**src/rtl/fp32_pkg.sv**
```systemverilog
// Shared definitions for the single-precision divider: field widths, bias, FSM
// state encodings, operand classes and field-slice helpers.
package fp32_pkg;

  localparam int unsigned EXP_W   = 8;
  localparam int unsigned MANT_W  = 23;
  localparam int unsigned BIAS    = 127;
  localparam int unsigned EXP_MAX = 254;
  // Quotient/remainder datapath width: hidden bit plus one guard bit.
  localparam int unsigned Q_W     = MANT_W + 2;

  typedef logic [1:0] state_t;
  localparam state_t ST_IDLE = 2'd0;
  localparam state_t ST_CALC = 2'd1;
  localparam state_t ST_NORM = 2'd2;
  localparam state_t ST_DONE = 2'd3;

  // Operand class, fixed at capture time.
  typedef logic [1:0] cls_t;
  localparam cls_t CLS_NORM = 2'd0;
  localparam cls_t CLS_ZERO = 2'd1;
  localparam cls_t CLS_DIVZ = 2'd2;

  function automatic logic f_sign(input logic [31:0] x);
    return x[31];
  endfunction

  function automatic logic [EXP_W-1:0] f_exp(input logic [31:0] x);
    return x[30:23];
  endfunction

  function automatic logic [MANT_W-1:0] f_frac(input logic [31:0] x);
    return x[22:0];
  endfunction

endpackage

```
**src/rtl/fp_div_iter.sv**
```systemverilog
// One restoring-division step.
//   r      : current partial remainder (25 bits, always < 2*d)
//   d      : divisor mantissa with hidden bit (24 bits)
//   r_next : remainder after optional subtract and left shift
//   qbit   : quotient bit produced by this step
module fp_div_iter
  import fp32_pkg::*;
(
  input  logic [Q_W-1:0]  r,
  input  logic [Q_W-2:0]  d,
  output logic [Q_W-1:0]  r_next,
  output logic            qbit
);

  logic [Q_W-1:0] rem;

  always_comb begin
    qbit   = (r >= {1'b0, d});
    rem    = qbit ? (r - {1'b0, d}) : r;
    // rem < d < 2^24, so the dropped MSB is always zero.
    r_next = {rem[Q_W-2:0], 1'b0};
  end

endmodule

```
**src/rtl/floating_point_divider.sv**
```systemverilog
// Iterative IEEE-754 single-precision divider, result = a / b.
// One quotient bit per clock; fixed latency of 27 edges from accepted start to done.
// Truncating, zero-exponent operands read as zero, overflow keeps the wrapped exponent.
//   clk, rst_n : clock and synchronous active-low reset
//   start      : request, sampled only while idle
//   a, b       : dividend / divisor, captured on accepted start
//   busy       : high while computing (CALC and NORM)
//   done       : one-cycle pulse when result/overflow update
//   result     : quotient, held until the next completed operation
//   overflow   : exponent out of range or divide-by-zero, held with result
module floating_point_divider
  import fp32_pkg::*;
(
  input  logic        clk,
  input  logic        rst_n,
  input  logic        start,
  input  logic [31:0] a,
  input  logic [31:0] b,
  output logic        busy,
  output logic        done,
  output logic [31:0] result,
  output logic        overflow
);

  state_t           state_q, state_d;
  logic [4:0]       cnt_q, cnt_d;
  logic [Q_W-1:0]   r_q, r_d;
  logic [Q_W-2:0]   d_q, d_d;
  logic [Q_W-1:0]   q_q, q_d;
  logic             sign_q, sign_d;
  logic [EXP_W-1:0] ea_q, ea_d, eb_q, eb_d;
  cls_t             cls_q, cls_d;
  logic [31:0]      res_n_q, res_n_d;
  logic             ovf_n_q, ovf_n_d;
  logic [31:0]      result_q, result_d;
  logic             ovf_q, ovf_d;
  logic             done_q, done_d;

  logic [Q_W-1:0]   r_next;
  logic             qbit;
  logic [9:0]       e_norm;
  logic [MANT_W-1:0] frac_norm;
  logic             e_oor;

  fp_div_iter u_iter (
    .r      (r_q),
    .d      (d_q),
    .r_next (r_next),
    .qbit   (qbit)
  );

  // Normalisation: quotient lies in [2^23, 2^25); a missing top bit costs one exponent step.
  always_comb begin
    e_norm    = {2'b00, ea_q} - {2'b00, eb_q} + 10'(BIAS) - {9'd0, ~q_q[Q_W-1]};
    frac_norm = q_q[Q_W-1] ? q_q[MANT_W:1] : q_q[MANT_W-1:0];
    e_oor     = ($signed(e_norm) > $signed(10'(EXP_MAX))) || ($signed(e_norm) < 10'sd1);
  end

  always_comb begin
    state_d  = state_q;
    cnt_d    = cnt_q;
    r_d      = r_q;
    d_d      = d_q;
    q_d      = q_q;
    sign_d   = sign_q;
    ea_d     = ea_q;
    eb_d     = eb_q;
    cls_d    = cls_q;
    res_n_d  = res_n_q;
    ovf_n_d  = ovf_n_q;
    result_d = result_q;
    ovf_d    = ovf_q;
    done_d   = 1'b0;
    case (state_q)
      ST_IDLE: begin
        if (start) begin
          sign_d  = f_sign(a) ^ f_sign(b);
          ea_d    = f_exp(a);
          eb_d    = f_exp(b);
          r_d     = {2'b01, f_frac(a)};
          d_d     = {1'b1, f_frac(b)};
          q_d     = '0;
          cnt_d   = '0;
          if (f_exp(b) == '0)      cls_d = CLS_DIVZ;
          else if (f_exp(a) == '0) cls_d = CLS_ZERO;
          else                     cls_d = CLS_NORM;
          state_d = ST_CALC;
        end
      end
      ST_CALC: begin
        r_d   = r_next;
        q_d   = {q_q[Q_W-2:0], qbit};
        cnt_d = cnt_q + 5'd1;
        if (cnt_q == 5'(Q_W - 1)) state_d = ST_NORM;
      end
      ST_NORM: begin
        case (cls_q)
          CLS_DIVZ: begin
            res_n_d = {sign_q, 8'hFF, 23'd0};
            ovf_n_d = 1'b1;
          end
          CLS_ZERO: begin
            res_n_d = {sign_q, 31'd0};
            ovf_n_d = 1'b0;
          end
          default: begin
            res_n_d = {sign_q, e_norm[EXP_W-1:0], frac_norm};
            ovf_n_d = e_oor;
          end
        endcase
        state_d = ST_DONE;
      end
      ST_DONE: begin
        result_d = res_n_q;
        ovf_d    = ovf_n_q;
        done_d   = 1'b1;
        state_d  = ST_IDLE;
      end
      default: state_d = ST_IDLE;
    endcase
  end

  always_ff @(posedge clk) begin
    if (!rst_n) begin
      state_q  <= ST_IDLE;
      cnt_q    <= '0;
      r_q      <= '0;
      d_q      <= '0;
      q_q      <= '0;
      sign_q   <= 1'b0;
      ea_q     <= '0;
      eb_q     <= '0;
      cls_q    <= CLS_NORM;
      res_n_q  <= '0;
      ovf_n_q  <= 1'b0;
      result_q <= '0;
      ovf_q    <= 1'b0;
      done_q   <= 1'b0;
    end else begin
      state_q  <= state_d;
      cnt_q    <= cnt_d;
      r_q      <= r_d;
      d_q      <= d_d;
      q_q      <= q_d;
      sign_q   <= sign_d;
      ea_q     <= ea_d;
      eb_q     <= eb_d;
      cls_q    <= cls_d;
      res_n_q  <= res_n_d;
      ovf_n_q  <= ovf_n_d;
      result_q <= result_d;
      ovf_q    <= ovf_d;
      done_q   <= done_d;
    end
  end

  assign busy     = (state_q == ST_CALC) || (state_q == ST_NORM);
  assign done     = done_q;
  assign result   = result_q;
  assign overflow = ovf_q;

endmodule

```
**config.mk**
```make
export PLATFORM = sky130hd
export DESIGN_NAME = floating_point_divider
export DESIGN_NICKNAME = d
export VERILOG_FILES = /design/src/rtl/fp32_pkg.sv /design/src/rtl/fp_div_iter.sv /design/src/rtl/floating_point_divider.sv
export SDC_FILE = /design/constraint.sdc
export NUM_CORES = 1
export LEC_CHECK = 0
export CAP_MARGIN = 10
export CORE_UTILIZATION = 64
export CTS_CLUSTER_DIAMETER = 30
export DETAILED_ROUTE_END_ITERATION = 6
export DONT_BUFFER_PORTS = 1
export GPL_ROUTABILITY_DRIVEN = 0
export PLACE_DENSITY_LB_ADDON = 0.12
export SYNTH_ARGS = -nofsm -noshare
export SYNTH_HDL_FRONTEND = slang
export SYNTH_SLANG_ARGS = --single-unit
```
**constraint.sdc**
```tcl
create_clock -name clk -period 4.1 [get_ports clk]
set_clock_uncertainty 0.15 [all_clocks]
set_input_delay 1.025 -clock clk [delete_from_list [all_inputs] [get_ports clk]]
set_output_delay 1.025 -clock clk [all_outputs]
set_load 0.005 [all_outputs]
```
==> results of run 1 <==
==> layout by cell type, fill, tap and decap left out, drive strengths merged, types with 7 or more instances in the layout <==
master | synthesis | routed
o21a | 7 | 7
mux2i | 74 | 74
a31oi | 10 | 10
o211ai | 12 | 12
buf | 14 | 7
o21ai | 36 | 36
xnor2 | 17 | 17
nand4 | 14 | 14
clkbuf | 50 | 19
a21o | 13 | 13
a21oi | 117 | 117
inv | 57 | 62
o22ai | 7 | 7
nor2 | 144 | 144
ha | 47 | 47
dfxtp | 167 | 167
xor2 | 17 | 17
nand3 | 16 | 16
nand2 | 121 | 121
and3 | 10 | 10
a22oi | 26 | 26
==> final timing paths <==
kind                start      end  slack, ns  cells after the start
setup / recovery  ea_q[0]  ovf_n_q       0.34                     17
hold / removal    d_q[10]  d_q[10]       0.30                      2
setup reg to reg  ea_q[0]  ovf_n_q       0.34                     17
hold reg to reg   d_q[10]  d_q[10]       0.30                      2
==> state kept, by name (all words and copies together), names as in the netlist <==
register,flops
cnt_q,5
overflow,1
sign_q,1
state_q,2
d_q,24
res_n_q,32
ovf_n_q,1
result,32
ea_q,8
eb_q,8
done,1
q_q,25
cls_q,2
r_q,25
==> per-stage QoR <==
step                      instance area [um^2]  power (mW)
after floorplan                           8680        6.12
after global placement                    8710        6.84
after detailed placement                  8710        6.89
after CTS                                 9320        8.56
after global routing                      9320        9.27
final                                     9320        8.59
==> final cells by class <==
cell class,instances,share of cell area
tap,176,0.0236
timing repair buffer,7,0.00698
multi-input combinational,766,0.523
inverter,57,0.0232
sequential,167,0.359
clock buffer,19,0.0475
clock inverter,13,0.0173
==> critical path: stages (launching register included) <==
cell and delay, ns:
dfxtp_1 0.31, inv_1 0.06, ha_1 0.15, inv_1 0.06, fa_1 0.40, a21o_1 0.19
a21oi_2 0.19, o21ai_1 0.11, or2_2 0.28, xor2_1 0.18, inv_1 0.06, ha_1 0.34
and2_1 0.19, nor3_1 0.18, xor2_1 0.14, o41ai_1 0.34, a311oi_1 0.08, o41ai_1 0.25
==> power by group through the flow <==
| stage | registers (mW) | clock network, mW | logic [mW] |
|---|---|---|---|
| after floorplan | 2.01 | 0 | 4.11 |
| after global placement | 2.06 | 0 | 4.78 |
| after detailed placement | 2.07 | 0 | 4.82 |
| after CTS | 2.03 | 1.66 | 4.88 |
| after global routing | 2.06 | 1.72 | 5.49 |
| final | 2.03 | 1.63 | 4.92 |
==> cells by family (layout without fill, tap and decap cells) <==
| group | count (synthesis) | in the layout |
|---|---|---|
| AND/OR/NAND/NOR | 348 | 348 |
| AO/OA/AOI/OAI | 259 | 259 |
| flip-flops | 167 | 167 |
| buffers and inverters | 121 | 96 |
| multiplexers | 75 | 75 |
| adder cells (fa/ha/maj) | 50 | 50 |
| XOR/XNOR | 34 | 34 |
==> layer usage <==
metal	vias to the layer above	wire length (um)
met5	-	0
met1	3291	8610
met2	125	8740
li1	3583	-
met4	0	237
met3	24	816
==> repair_timing <==
action / in CTS / in global routing
buffers inserted: 0 / 0
hold buffers: 0 / 0
setup endpoints to repair: 0 / 1
resized for setup: 0 / 1
==> out/qor.yml, run 1 <==
cp_data_required_time_ns: 4.27
place.detailed.hpwl_um: 12500
clock_path_buffers: 2
holdWs_ns: 0.303
drive_above_1_share: 0.0544
arrival_ns: 3.94
fp.dieH_um: 118
grtUsageMet1: 0.350
grt_pass1_vias: 6634
use_met2: 0.457
yosys_most_used_dff: "dfxtp_1"
synth.area.mux_share: 0.0866
hp-class: "reg2reg"
finalMaxSlewViolations: 0
wl_per_cell_um: 15.3
yosysMostFrequentCell: "dfxtp_1"
antenna_cells: 0
setup_viol: 0
viasPerCell: 5.83
cp_max_fo: 4
portBuffers: 0
syn2layout_area_growth_pct: 7.38
drv_cap: 0
period_minus_slack_ns: 3.76
busiest_layer: "met2"
synthAdderAreaFrac: 0.0747
grt_pass1_wl_um: 30900
overflow: 0
vdd_drop_max_mv: 0.459
ys_types: 63
internal-power_mw: 4.75
cts_buffers: 17
status: "finished clean"
period_share: 0.918
seqPwrFrac: 0.237
crit_type: "reg2reg"
synth_cells: 1054
clock-root-buffer: "clkbuf_16"
drt-pass1-iter-count: 5
p_switching_mw: 3.84
dp_slack_ns: 0.277
fillCellCount: 1107
synth_area_um2: 8680
grt_usage: 0.271
swShare: 0.447
power_density_nw_per_um2: 921
clk_latency_ns: 0.43
via_count: 7023
crit_path_start_kind: "flip-flop"
syn-mean-instance-area_um2: 8.24
multi_input_area_um2: 4870
grt_use_met3: 0.0536
drtIter0Drc: 447
final_nets: 1133
drc: 0
cts_sinks: 167
drt-total-wl_um: 18400
fin_tns_setup_ns: 0
floorplan.die.width_um: 118
antenna_found_initial: 0
fin_cells: 1205
end_kind: "flip-flop"
synth-compound-area-share: 0.187
cts_tree: "built"
htreeDepth: 4
yosys.area_share.simple: 0.177
timing.final.ws_setup_ns: 0.335
initial_core_util: 0.656
fin_util: 0.704
core_area_um2: 13200
grt_max_degree: 116
rsz0062_at_grt: "false"
yosysSeqAreaShare: 0.385
hold_viol: 0
max_freq_ghz: 0.266
synth.area.top_cells: "dfxtp_1 39%, mux2i_1 8.5%, ha_1 6.8%"
seq_area_um2: 3340
yosysWarnings: 0
p_leak_nw: 3.50
tightestPinTransition_ns: 1.06
synth_edf_count: 0
async_flop_share: 0
synth_common_cells: "167 x dfxtp_1, 144 x nor2_1, 118 x nand2_1"
netlist.area_leader.share: 0.385
die_area_um2: 14000
row_count: 42
io_pins: 102
synth.largest_area_cell: "dfxtp_1"
ys_ff_latch: 167
power_frac_comb: 0.573
relSlewSlack: 0.294
dp.cells: 1173
cts.reportedPaths.clkPinSlew_ns: 0.07
p_clk_frac: 0.190
route.antenna.remaining_nets: 0
synth_nets: 1171
synth_top_family_by_area: "compound AO/OA/AOI/OAI gates"
synthXorXnorAreaFrac: 0.0343
(Power assumes the default switching activity.)
==> run 2, diff against run 1 <==
- SLEW_MARGIN: unset -> 20
==> results of run 2 <==
The final DEF is identical to that of run 1; final timing and power are the same.
==> run 3, diff against run 2 <==
- MAX_ROUTING_LAYER: unset -> met4
==> run 3 against run 2 <==
Non-clock buffer count unchanged. Combinational power barely moved. Sequential cell count stayed put. Wire length about the same. Global-route usage increased by 0.85 points. Sequential share of layout area unchanged. Final area stayed put. Sequential power hardly changed. Critical path type unchanged. Largest power group unchanged. Highest routed layer unchanged.
==> out/qor.yml, run 3 (same netlist as run 1, synthesis figures left out) <==
status: "finished clean"
power_density_nw_per_um2: 922  # about the same
rsz0062_at_grt: "false"
crit_type: "reg2reg"
mostFrequentLayoutCells: "167 x dfxtp_1, 144 x nor2_1, 118 x nand2_1, 114 x a21oi_1, 74 x mux2i_1"
crit_buf_inv: 3  # unchanged
worstHoldStart: "d_q[10]"
cts_resized: 0  # unchanged
route.antenna.remaining_nets: 0  # unchanged
final_common_cell: "dfxtp_1"
htreeDepth: 4  # unchanged
via_count: 7047  # +0.34%
overflow: 0  # unchanged
end_kind: "flip-flop"
r2r_cells: 17  # unchanged
grt_pass1_wl_um: 30900  # unchanged
fp.dieH_um: 118  # unchanged
finalMaxSlewViolations: 0  # unchanged
final_nets: 1133  # unchanged
min_to: "d_q[10]"
max_freq_ghz: 0.266  # about the same
core_area_um2: 13200  # unchanged
fin_cells: 1205  # unchanged
clock-root-buffer: "clkbuf_16"
rr_startpoint: "ea_q[0]"
drt-pass1-iter-count: 5  # unchanged
relSlewSlack: 0.290  # -0.00362
crit_family: "compound AO/OA/AOI/OAI gates"
drtIter0Drc: 478  # +6.9%
ff2ff_setup_slack_ns: 0.34  # about the same
grt_max_degree: 116  # unchanged
cp_data_required_time_ns: 4.27  # about the same
hp-class: "reg2reg"
crit_path_start_kind: "flip-flop"
drive_above_1_share: 0.0544  # unchanged
cts_tree: "built"
holdWs_ns: 0.303  # +0.0000500 ns
cts_sinks: 167  # unchanged
timing.critical_path.mode_cell: "inv_1"
drt-total-wl_um: 18400  # about the same
dp.cells: 1173  # unchanged
fin_tns_setup_ns: 0  # unchanged
cts-hold-fix-buffers: 0  # unchanged
grt_usage: 0.280  # +0.00855
period_share: 0.918  # about the same
portBuffers: 0  # unchanged
io_pins: 102  # unchanged
r2r-end: "ovf_n_q"
syn2layout_area_growth_pct: 7.38  # unchanged
cp_max_fo: 4  # unchanged
vdd_drop_max_mv: 0.459  # about the same
row_count: 42  # unchanged
arrival_ns: 3.94  # about the same
drv_cap: 0  # unchanged
place.detailed.hpwl_um: 12500  # unchanged
die_area_um2: 14000  # unchanged
antenna_found_initial: 0  # unchanged
cpPeakStageDelay_ns: 0.40  # about the same
dpl_cell_area_um2: 8710  # unchanged
hold_viol: 0  # unchanged
wl_per_cell_um: 15.3  # about the same
cts.reportedPaths.clkPinSlew_ns: 0.07  # about the same
initial_core_util: 0.656  # unchanged
whs_path_depth: 2  # unchanged
cp_cell_sequence: "inv_1, ha_1, inv_1, fa_1, a21o_1, a21oi_2, o21ai_1, or2_2, xor2_1, inv_1, ha_1, and2_1, nor3_1, xor2_1, o41ai_1, a311oi_1, o41ai_1"
grt_pass1_vias: 6629  # -0.075%
antenna_cells: 0  # unchanged
cts_setup_buffers: 0  # unchanged
p_leak_nw: 3.50  # unchanged
postLayoutCellArea_um2: 9320  # unchanged
crit_slowest_cell: "fa_1"
tightestPinTransition_ns: 1.06  # +0.00543 ns
clk_latency_ns: 0.43  # about the same
floorplan.die.width_um: 118  # unchanged
clock_path_buffers: 2  # unchanged
setup_viol: 0  # unchanged
period_minus_slack_ns: 3.76  # -0.0000590 ns
drc: 0  # unchanged
cts_buffers: 17  # unchanged
viasPerCell: 5.85  # +0.34%
run 3: worst reg2reg max path, delay by kind of cell, from the launching register on:
| family | cells | cell delay [ns] |
|---|---|---|
| flops | 1 | 0.31 |
| buf+inv | 3 | 0.18 |
| simple gates | 3 | 0.65 |
| fa+ha+maj | 3 | 0.89 |
| compound gates | 6 | 1.16 |
| xor+xnor | 2 | 0.32 |
run 3: per-stage QoR:
step                      setup WS, ns   util  power (mW)
final                            0.335  0.704        8.59
after global routing           0.00574  0.704        9.27
after CTS                        0.234  0.704        8.56
after detailed placement         0.277  0.658        6.89
after global placement           0.406  0.658        6.84
after floorplan                  0.570      -        6.12
run 3: area by class of cell:
class	instances	area, um^2
repair buffers	7	65.1
fillers	1107	3920
flip-flops and latches	167	3340
well taps	176	220
multi-input cells	766	4870
clock buffers	19	443
inverters	57	216
clock inverters	13	161
run 3: power by group:
group / internal [mW] / switching, mW
registers: 1.86 / 0.172
clock network: 0.932 / 0.705
logic: 1.96 / 2.97
run 3: worst max path at each step:
stage                     startpoint       to  cells after the start
final                        ea_q[0]  ovf_n_q                     17
after floorplan              ea_q[0]  ovf_n_q                     17
after global routing         ea_q[0]  ovf_n_q                     17
after CTS                    ea_q[0]  ovf_n_q                     17
after detailed placement     ea_q[0]  ovf_n_q                     17
after global placement       ea_q[0]  ovf_n_q                     17
run 3: per-layer routing:
| layer | GRT usage | up-vias | part of all wire |
|---|---|---|---|
| met2 | 0.456 | 131 | 0.47 |
| met4 | 0.0775 | 0 | 0.013 |
| met1 | 0.352 | 3307 | 0.47 |
| met3 | 0.0565 | 24 | 0.041 |
| li1 | - | 3585 | - |
| met5 | - | - | 0 |
